## config.mk

```make
export PLATFORM = sky130hd
export DESIGN_NAME = pixel_array_readout_seq_flat
export DESIGN_NICKNAME = d
export VERILOG_FILES = /design/src/rtl/pixel_array_readout_seq_if.sv /design/src/rtl/pixel_array_readout_seq.sv /design/src/flat_wrapper.sv
export SDC_FILE = /design/constraint.sdc
export NUM_CORES = 1
export LEC_CHECK = 0
export CORE_ASPECT_RATIO = 1.1
export CORE_MARGIN = 2
export CORE_UTILIZATION = 53
export CTS_CLUSTER_DIAMETER = 150
export DETAILED_ROUTE_END_ITERATION = 12
export PLACE_DENSITY = 0.81
export SYNTH_ARGS = -nofsm -noshare
export SYNTH_HDL_FRONTEND = slang
export SYNTH_SLANG_ARGS = --single-unit
```

## constraint.sdc

```tcl
create_clock -name clk -period 3.3 [get_ports clk]
set_input_delay 0.66 -clock clk [delete_from_list [all_inputs] [get_ports clk]]
set_output_delay 0.66 -clock clk [all_outputs]
set_load 0.005 [all_outputs]
```

## src/rtl/pixel_array_readout_seq_if.sv

```systemverilog
// Pixel word stream leaving the readout sequencer: valid/ready handshake carrying the
// pixel code tagged with its row and column.
interface pixel_array_readout_seq_if #(
    parameter int RESOLUTION = 8,
    parameter int ROW_W      = 2,
    parameter int COL_W      = 2
);
    logic                  valid;
    logic                  ready;
    logic [RESOLUTION-1:0] data;
    logic [ROW_W-1:0]      row;
    logic [COL_W-1:0]      col;
    logic                  last;

    modport master (output valid, data, row, col, last, input ready);
    modport slave  (input valid, data, row, col, last, output ready);
endinterface

```

## src/rtl/pixel_array_readout_seq.sv

```systemverilog
// Frame sequencer: global erase/expose, then per-row ADC capture and back-pressured readout.
// Define PIXEL_READOUT_TIMEOUT_EN to bound each CONVERT phase and flag stuck columns.
module pixel_array_readout_seq #(
    parameter int ROWS           = 3,
    parameter int COLUMNS        = 3,
    parameter int RESOLUTION     = 8,
    parameter int ERASE_CYCLES   = 4,
    parameter int EXPOSE_CYCLES  = 16,
    parameter int ROW_W          = (ROWS > 1) ? $clog2(ROWS) : 1,
    parameter int COL_W          = (COLUMNS > 1) ? $clog2(COLUMNS) : 1,
    parameter int TIMEOUT_CYCLES = 255
) (
    input  logic                          clk,
    input  logic                          reset,
    input  logic                          start,
    output logic                          erase,
    output logic                          expose,
    output logic                          adc_enable,
    output logic [ROW_W-1:0]              row_select,
    input  logic [COLUMNS-1:0]            col_done,
    input  logic [COLUMNS*RESOLUTION-1:0] col_data,
    pixel_array_readout_seq_if.master     pix,
    output logic                          busy,
    output logic                          frame_done,
    output logic                          timeout_err
);
    localparam int PhaseMax = (ERASE_CYCLES > EXPOSE_CYCLES) ? ERASE_CYCLES : EXPOSE_CYCLES;
    localparam int CntMax   = (PhaseMax > TIMEOUT_CYCLES) ? PhaseMax : TIMEOUT_CYCLES;
    localparam int CNT_W    = $clog2(CntMax + 1);

    localparam logic [CNT_W-1:0] EraseLast  = CNT_W'(ERASE_CYCLES - 1);
    localparam logic [CNT_W-1:0] ExposeLast = CNT_W'(EXPOSE_CYCLES - 1);
    localparam logic [ROW_W-1:0] RowLast    = ROW_W'(ROWS - 1);
    localparam logic [COL_W-1:0] ColLast    = COL_W'(COLUMNS - 1);
`ifdef PIXEL_READOUT_TIMEOUT_EN
    localparam logic [CNT_W-1:0] TimeoutLast = CNT_W'(TIMEOUT_CYCLES - 1);
`endif

    typedef enum logic [2:0] {StIdle, StErase, StExpose, StConvert, StDrain, StDone} state_e;

    state_e                state_q;
    logic [CNT_W-1:0]      cnt_q;
    logic [ROW_W-1:0]      row_q;
    logic [COL_W-1:0]      col_q;
    logic                  erase_q, expose_q, adc_q, valid_q, frame_done_q;
    logic [RESOLUTION-1:0] buf_q [COLUMNS];
`ifdef PIXEL_READOUT_TIMEOUT_EN
    logic                  timeout_q;
`endif

    logic                          all_done, timed_out, capture;
    logic [COLUMNS*RESOLUTION-1:0] masked_data;

    always_comb begin
        all_done  = &col_done;
        timed_out = 1'b0;
`ifdef PIXEL_READOUT_TIMEOUT_EN
        timed_out = !all_done && (cnt_q == TimeoutLast);
`endif
        capture   = (state_q == StConvert) && (all_done || timed_out);
        // Columns that never finished read as code 0.
        for (int k = 0; k < COLUMNS; k++) begin
            masked_data[k*RESOLUTION +: RESOLUTION] =
                col_data[k*RESOLUTION +: RESOLUTION] & {RESOLUTION{col_done[k]}};
        end
    end

    always_ff @(posedge clk) begin
        if (capture) begin
            for (int k = 0; k < COLUMNS; k++) begin
                buf_q[k] <= masked_data[k*RESOLUTION +: RESOLUTION];
            end
        end
    end

    always_ff @(posedge clk) begin
        if (!reset) begin
            state_q      <= StIdle;
            cnt_q        <= '0;
            row_q        <= '0;
            col_q        <= '0;
            erase_q      <= 1'b0;
            expose_q     <= 1'b0;
            adc_q        <= 1'b0;
            valid_q      <= 1'b0;
            frame_done_q <= 1'b0;
`ifdef PIXEL_READOUT_TIMEOUT_EN
            timeout_q    <= 1'b0;
`endif
        end else begin
            frame_done_q <= 1'b0;
            unique case (state_q)
                StIdle: begin
                    if (start) begin
                        state_q <= StErase;
                        erase_q <= 1'b1;
                        cnt_q   <= '0;
`ifdef PIXEL_READOUT_TIMEOUT_EN
                        timeout_q <= 1'b0;
`endif
                    end
                end
                StErase: begin
                    if (cnt_q == EraseLast) begin
                        state_q  <= StExpose;
                        erase_q  <= 1'b0;
                        expose_q <= 1'b1;
                        cnt_q    <= '0;
                    end else begin
                        cnt_q <= cnt_q + CNT_W'(1);
                    end
                end
                StExpose: begin
                    if (cnt_q == ExposeLast) begin
                        state_q  <= StConvert;
                        expose_q <= 1'b0;
                        adc_q    <= 1'b1;
                        row_q    <= '0;
                        cnt_q    <= '0;
                    end else begin
                        cnt_q <= cnt_q + CNT_W'(1);
                    end
                end
                StConvert: begin
                    if (all_done || timed_out) begin
                        state_q <= StDrain;
                        adc_q   <= 1'b0;
                        col_q   <= '0;
                        valid_q <= 1'b1;
`ifdef PIXEL_READOUT_TIMEOUT_EN
                        if (timed_out) timeout_q <= 1'b1;
`endif
                    end
`ifdef PIXEL_READOUT_TIMEOUT_EN
                    else begin
                        cnt_q <= cnt_q + CNT_W'(1);
                    end
`endif
                end
                StDrain: begin
                    if (pix.ready) begin
                        if (col_q != ColLast) begin
                            col_q <= col_q + COL_W'(1);
                        end else if (row_q != RowLast) begin
                            state_q <= StConvert;
                            row_q   <= row_q + ROW_W'(1);
                            col_q   <= '0;
                            valid_q <= 1'b0;
                            adc_q   <= 1'b1;
                            cnt_q   <= '0;
                        end else begin
                            state_q      <= StDone;
                            row_q        <= '0;
                            col_q        <= '0;
                            valid_q      <= 1'b0;
                            frame_done_q <= 1'b1;
                        end
                    end
                end
                StDone: begin
                    state_q <= StIdle;
                end
                default: begin
                    state_q <= StIdle;
                end
            endcase
        end
    end

    assign erase      = erase_q;
    assign expose     = expose_q;
    assign adc_enable = adc_q;
    assign row_select = row_q;
    assign busy       = (state_q != StIdle);
    assign frame_done = frame_done_q;
`ifdef PIXEL_READOUT_TIMEOUT_EN
    assign timeout_err = timeout_q;
`else
    assign timeout_err = 1'b0;
`endif

    assign pix.valid = valid_q;
    assign pix.data  = valid_q ? buf_q[col_q] : '0;
    assign pix.row   = row_q;
    assign pix.col   = col_q;
    assign pix.last  = valid_q && (row_q == RowLast) && (col_q == ColLast);
endmodule

```

## src/flat_wrapper.sv

```systemverilog
// flat-port wrapper written by rule: the top's interface ports become plain ports
module pixel_array_readout_seq_flat 
#(
    parameter int ROWS           = 3,
    parameter int COLUMNS        = 3,
    parameter int RESOLUTION     = 8,
    parameter int ERASE_CYCLES   = 4,
    parameter int EXPOSE_CYCLES  = 16,
    parameter int ROW_W          = (ROWS > 1) ? $clog2(ROWS) : 1,
    parameter int COL_W          = (COLUMNS > 1) ? $clog2(COLUMNS) : 1,
    parameter int TIMEOUT_CYCLES = 255
)
  (clk, reset, start, erase, expose, adc_enable, row_select, col_done, col_data, busy, frame_done, timeout_err, pix_valid, pix_data, pix_row, pix_col, pix_last, pix_ready);
  pixel_array_readout_seq_if #(.RESOLUTION(RESOLUTION), .ROW_W(ROW_W), .COL_W(COL_W)) pix_i ();
  input  logic clk;
  input  logic reset;
  input  logic start;
  output logic erase;
  output logic expose;
  output logic adc_enable;
  output logic [ROW_W-1:0] row_select;
  input  logic [COLUMNS-1:0] col_done;
  input  logic [COLUMNS*RESOLUTION-1:0] col_data;
  output logic busy;
  output logic frame_done;
  output logic timeout_err;
  output wire logic [$bits(pix_i.valid)-1:0] pix_valid;
  output wire logic [$bits(pix_i.data)-1:0] pix_data;
  output wire logic [$bits(pix_i.row)-1:0] pix_row;
  output wire logic [$bits(pix_i.col)-1:0] pix_col;
  output wire logic [$bits(pix_i.last)-1:0] pix_last;
  input wire logic [$bits(pix_i.ready)-1:0] pix_ready;
  assign pix_valid = pix_i.valid;
  assign pix_data = pix_i.data;
  assign pix_row = pix_i.row;
  assign pix_col = pix_i.col;
  assign pix_last = pix_i.last;
  assign pix_i.ready = pix_ready;
  pixel_array_readout_seq #(.ROWS(ROWS), .COLUMNS(COLUMNS), .RESOLUTION(RESOLUTION), .ERASE_CYCLES(ERASE_CYCLES), .EXPOSE_CYCLES(EXPOSE_CYCLES), .ROW_W(ROW_W), .COL_W(COL_W), .TIMEOUT_CYCLES(TIMEOUT_CYCLES)) u_core (.clk(clk), .reset(reset), .start(start), .erase(erase), .expose(expose), .adc_enable(adc_enable), .row_select(row_select), .col_done(col_done), .col_data(col_data), .pix(pix_i), .busy(busy), .frame_done(frame_done), .timeout_err(timeout_err));
endmodule
```

**Word level (Yosys, flattened, before mapping)**

Memory sizes are Yosys's and may differ from the RTL's. A register that Yosys moved wholly into a read port is not among the register bits.
Cells that the tools add are included.

- Output and inout bits: 22
- Register bits: 20
- Bits in writable memories: 24
- Memories kept: 1
- Word-level logic and storage cells: 103

Memories:

| memory | words | bits a word | read ports | clocked after Yosys merged registers in | wr ports | RTL line | text |
|---|---|---|---|---|---|---|---|
| u_core.buf_q | 3 | 8 | 1 | 1 | 3 | pixel_array_readout_seq.sv:46 | `logic [RESOLUTION-1:0] buf_q [COLUMNS];` |

- Reduce and logical (&&, ||, !) cells: 21
- Bitwise operators: 6
- Add/subtract/negate cells: 3
- Muxes and demuxes: 46
- Equal/unequal tests: 17

Operators with widths:

| kind | number |
|---|---|
| 8-bit two-way mux | 7 |
| 8-bit case mux with 4 select lines | 1 |
| 8-bit AND | 3 |
| 3-bit two-way mux | 7 |
| 2-bit two-way mux | 9 |
| 1-bit two-way mux | 15 |
| 3-bit case mux with 5 select lines | 1 |
| 3-bit AND reduction | 4 |
| 6-bit AND reduction | 2 |
| 2-bit inequality test (second input constant) | 5 |
| 8-bit by 1-bit adder with 8-bit output (second input constant) | 1 |
| 8-bit by 2-bit equality test with 1-bit output (second input constant) | 1 |
| 8-bit by 4-bit equality test with 1-bit output (second input constant) | 1 |
| 2-bit by 1-bit inequality test with 1-bit output (second input constant) | 4 |
| 2-bit case mux with 2 select lines | 2 |
| 4-bit AND reduction | 2 |
| 2-bit nonzero test | 4 |
| 3-bit by 2-bit equality test with 1-bit output (second input constant) | 2 |
| 1-bit case mux with 2 select lines | 3 |
| 3-bit nonzero test | 2 |
| 5-bit AND reduction | 1 |
| 2-bit by 1-bit adder with 2-bit output (second input constant) | 2 |
| 2-bit equality test (second input constant) | 2 |
| 4-bit nonzero test | 1 |
| 7 further kinds | 11 |

**Longest topological paths before layout**

- Word-level depth: 6
- Mapped depth: 6
- Gate-level depth less buffers: 6

**Worst setup path after synthesis**

Ideal clock, no wire load.

- Kind: register -> register
- From: register u_core.cnt_q[0]
- To: register u_core.state_q[0]
- Period minus slack after synthesis: 1.899 ns
- Arrival: 1.833 ns
- Library setup time: 0.066 ns
- Stages on the path, launching flop included: 7
- Path slack: 1.401 ns
- Cell sequence: dfxtp_1 > ha_1 > nor3b_1 > a21oi_2 > or4b_4 > a211o_1 > a21boi_2

- Cells in the longest elaborated chain, start to end: 3
- Elaborated cells between the ends (all ways): 5

RTL lines:

| element | RTL line | text |
|---|---|---|
| from (decl) | pixel_array_readout_seq.sv:42 | `logic [CNT_W-1:0] cnt_q;` |
| from (signal assigned) | pixel_array_readout_seq.sv:110 | `cnt_q <= cnt_q + CNT_W'(1);` |
| from (signal assigned) | pixel_array_readout_seq.sv:121 | `cnt_q <= cnt_q + CNT_W'(1);` |
| 8-bit by 4-bit equality test with 1-bit output or 8-bit by 2-bit equality test with 1-bit output (tied branches) | pixel_array_readout_seq.sv:114, pixel_array_readout_seq.sv:104 |  |
| 2-bit by 1-bit inequality test with 1-bit output (no line) | - |  |
| 6-bit AND reduction (no line) (*) | - |  |
| to (signal assigned) | pixel_array_readout_seq.sv:105 | `state_q <= StExpose;` |
| to (signal assigned) | pixel_array_readout_seq.sv:115 | `state_q <= StConvert;` |
| to (signal assigned) | pixel_array_readout_seq.sv:126 | `state_q <= StDrain;` |
| to (decl) | pixel_array_readout_seq.sv:41 | `state_e state_q;` |

Mark *: on every way between the ends. The rest lies on a longest branch, timed or not.
A chain may end at the register's enable or synchronous reset.

==> out/qor.csv <==
metric,value,unit
cpPeakStageDelay,0.64,ns
layout_common_cells,"51 x clkdlybuf4s50_1, 32 x and2_1, 24 x edfxtp_1, 22 x dfxtp_1",
ys_top_cells_by_area,"edfxtp_1 32%, dfxtp_1 19%, and2_1 8.8%",
numCtsBuffers,5,
numPortBuffers,51,
path_clk_slew,0.08,ns
hold_viol,0,
tritoncts,yes,
period_needed,2.589,ns
switchingPower,440.4,uW
synth-compound-area-share,10.98,%
yosysWarnings,0,
ys_ff_latch,46,
r2r_setup_slack,1.17,ns
wl_met1,2.068,mm
dpl-instance-area,2786,um2
avgRoutedWirePerCell,14.98,um
ios,53,
synth_cell_types,45,
fillers,333,
num_vias,1765,
yosys.area.top_type,edfxtp_1,
initial_core_util,56.34,%
netlist_instances,220,
dieWidth,66.36,um
clockBufferDepth,2,
drive_above_1_share,8.118,%
synth_top_family_by_area,simple AND/OR/NAND/NOR gates,
ir_drop,0.4090,mV
tightest_slew,0.6570,ns
dp_hpwl,3.427,mm
route.final.wire_length,4.837,mm
p_leak,1.019,nW
hold_slack,0.4869,ns
drv_slew,0,
syn_to_final_growth,27.92,%
die_y,72.60,um
postCtsResizedCells,0,
met3_length,223,um
r2r_start,u_core.state_q[1]$_SDFFE_PN0P_,
avgViaCountPerCell,5.464,
num_antenna_cells,0,
critical_path.top_delay_family,flip-flops,
clockRootBuffer,clkbuf_8,
grt_max_degree,26,
whs_endpoint,u_core.expose$_SDFFE_PN0P_,
nets,302,
synthSimpleGateAreaFrac,28.20,%
antenna_found_initial,0,
clockPowerShare,27.9,%
crit_path_cell_trace,mux2i_1 -> o21ai_0 -> and2_1 -> clkdlybuf4s50_1,
postCtsSetupBuffers,0,
combPwrFrac,26.0,%
fin_skew,0.002998,ns
synth_nets,252,
tns,0,ns
final_common_cell,clkdlybuf4s50_1,
rr_worst_depth,5,
grt_pass1_vias,1675,
post-route-period-util,78.46,%
die_area,4817,um2
rows,24,
holdPathStages,2,
power_density,519.7,nW/um2
ctsHoldBuffers,0,
finalSetupViolations,0,
final_area,2900,um2
post-route-util,72.08,%
worst_setup_path_start_kind,flip-flop,
synth.cell_area,2267,um2
end_kind,output pin,
internal_power,1.067,mW
criticalPathCategory,reg2out,
first_iter_violations,92,
drcViolationCount,0,
hp-start,u_core.expose$_SDFFE_PN0P_,
total_power,1.507,mW
rsz0062_at_grt,false,
grt_pass1_wl,7.803,mm
synth-edff-count,24,
synth-main-ff-cell,edfxtp_1,
gp_congestion,0.8068,
status,"complete, no violations",
overflow,0,
worstSkewPairLatency,0.30,ns
worstPathArrival,1.93,ns
cp_slowest_cell,dfxtp_1,
synth_xor_xnor_area_share,1.159,%
dr.pass1.iters,4,
yosysSeqAreaShare,51.21,%
synthMuxAreaShare,4.415,%
synthAdderAreaFrac,0.5519,%
cts.sinks,46,
timing.rr.end,u_core.cnt_q[6]$_SDFFE_PN0P_,
crit_fanout,8,
maxCapViolations,0,
seq_power_share,46.0,%
timing.critical_path.buf_inv,1,
slew-limit-headroom,55.74,%
synthArstFlopShare,0,%
syn_avg_cell_area,10.31,um2
synth.top_cell.area_share,31.79,%
swShare,29.22,%
cp.required,2.64,ns
track_usage,21.72,%
fmax,386.2,MHz
drtAntennaViolNets,0,
cts_htree_levels,2,
wl_met2,2.476,mm
top_layer,met4,
hp-class,reg2reg,
core-area,4024,um2
cp.depth,4,
-- cell usage after synthesis (2+ instances only) --
| master | instances |
|---|---|
| buf_6 | 3 |
| nor3_1 | 2 |
| or3b_2 | 2 |
| a21boi_0 | 4 |
| edfxtp_1 | 24 |
| and3_1 | 2 |
| a21oi_1 | 7 |
| dfxtp_1 | 22 |
| nand2_1 | 16 |
| nand2b_1 | 3 |
| xnor2_1 | 2 |
| o21ai_0 | 16 |
| nor3b_1 | 3 |
| nand3_1 | 15 |
| buf_4 | 3 |
| and2_1 | 32 |
| o22ai_1 | 2 |
| nor2_1 | 7 |
| nor2b_1 | 9 |
| nand4_1 | 4 |
| a31oi_1 | 2 |
| or3_1 | 4 |
| o21a_1 | 2 |
| clkbuf_1 | 4 |
| mux2i_1 | 10 |
-- worst reg2reg max path, stage by stage, from the launching register on --
cell and delay [ns]:
dfxtp_1 0.55, or3b_2 0.55, a21oi_1 0.19, o21ai_0 0.21
or3_2 0.49, nand3_1 0.07
-- per-layer routing --
layer / vias to the layer above / GRT usage, %
met3: 6 / 4.475
met5: - / 0
met1: 835 / 27.34
met2: 38 / 36.78
li1: 886 / -
met4: 0 / 8.163
-- layout make-up --
class                   instances  area, um2  area share, %
multi-input cells             163       1031          35.55
inverters                       1      3.754         0.1294
well taps                      52      65.06          2.243
repair buffers                 53      525.5          18.12
clock buffers                   5      68.82          2.373
flip-flops and latches         46       1161          40.03
clock inverters                 3      45.04          1.553
-- power by group through the flow --
stage	clock network (mW)	logic [mW]	registers (mW)
floorplan	0	0.302	0.675
global placement	0	0.388	0.705
detailed placement	0	0.391	0.706
CTS	0.429	0.395	0.693
global route	0.448	0.435	0.704
finish	0.421	0.392	0.694
-- worst max-delay path by stage --
stage / startpoint / endpoint / slack [ns]
4_1_cts: flip-flop / pix_data[1] / 0.68
3_5_place_dp: col_done[2] / u_core.state_q[0]$_SDFFE_PN0P_ / 0.66
6_report: flip-flop / pix_data[1] / 0.71
3_3_place_gp: col_done[2] / u_core.state_q[0]$_SDFFE_PN0P_ / 0.77
2_1_floorplan: u_core.cnt_q[0]$_SDFFE_PN0P_ / u_core.state_q[0]$_SDFFE_PN0P_ / 1.40
5_1_grt: flip-flop / pix_data[2] / 0.65
-- registers in the layout, indices dropped and copies added, names as in the netlist, 2 cells and up, named ones only --
register and count:
u_core.pix.col 2, u_core.pix.row 2, u_core.cnt_q 8, u_core.state_q 3, u_core.buf_q 24
-- logic make-up (layout without fill, tap and decap cells) --
| kind of cell | Yosys count | after routing |
|---|---|---|
| and+or+nand+nor | 108 | 108 |
| DFF | 46 | 46 |
| AOI/OAI and AO/OA | 40 | 40 |
| buffers and inverters | 11 | 62 |
| muxes | 10 | 10 |
| xor gates and xnor gates | 3 | 3 |
| adders and majority gates | 1 | 1 |
| other | 1 | 1 |
-- metrics by stage --
stage | std cells | setup WS [ns]
after floorplan | 220 | 1.401
after global placement | 315 | 0.7656
after detailed placement | 315 | 0.6625
after CTS | 323 | 0.6773
after global routing | 323 | 0.6451
final | 323 | 0.7108
Power figures use the tool's default switching activity.
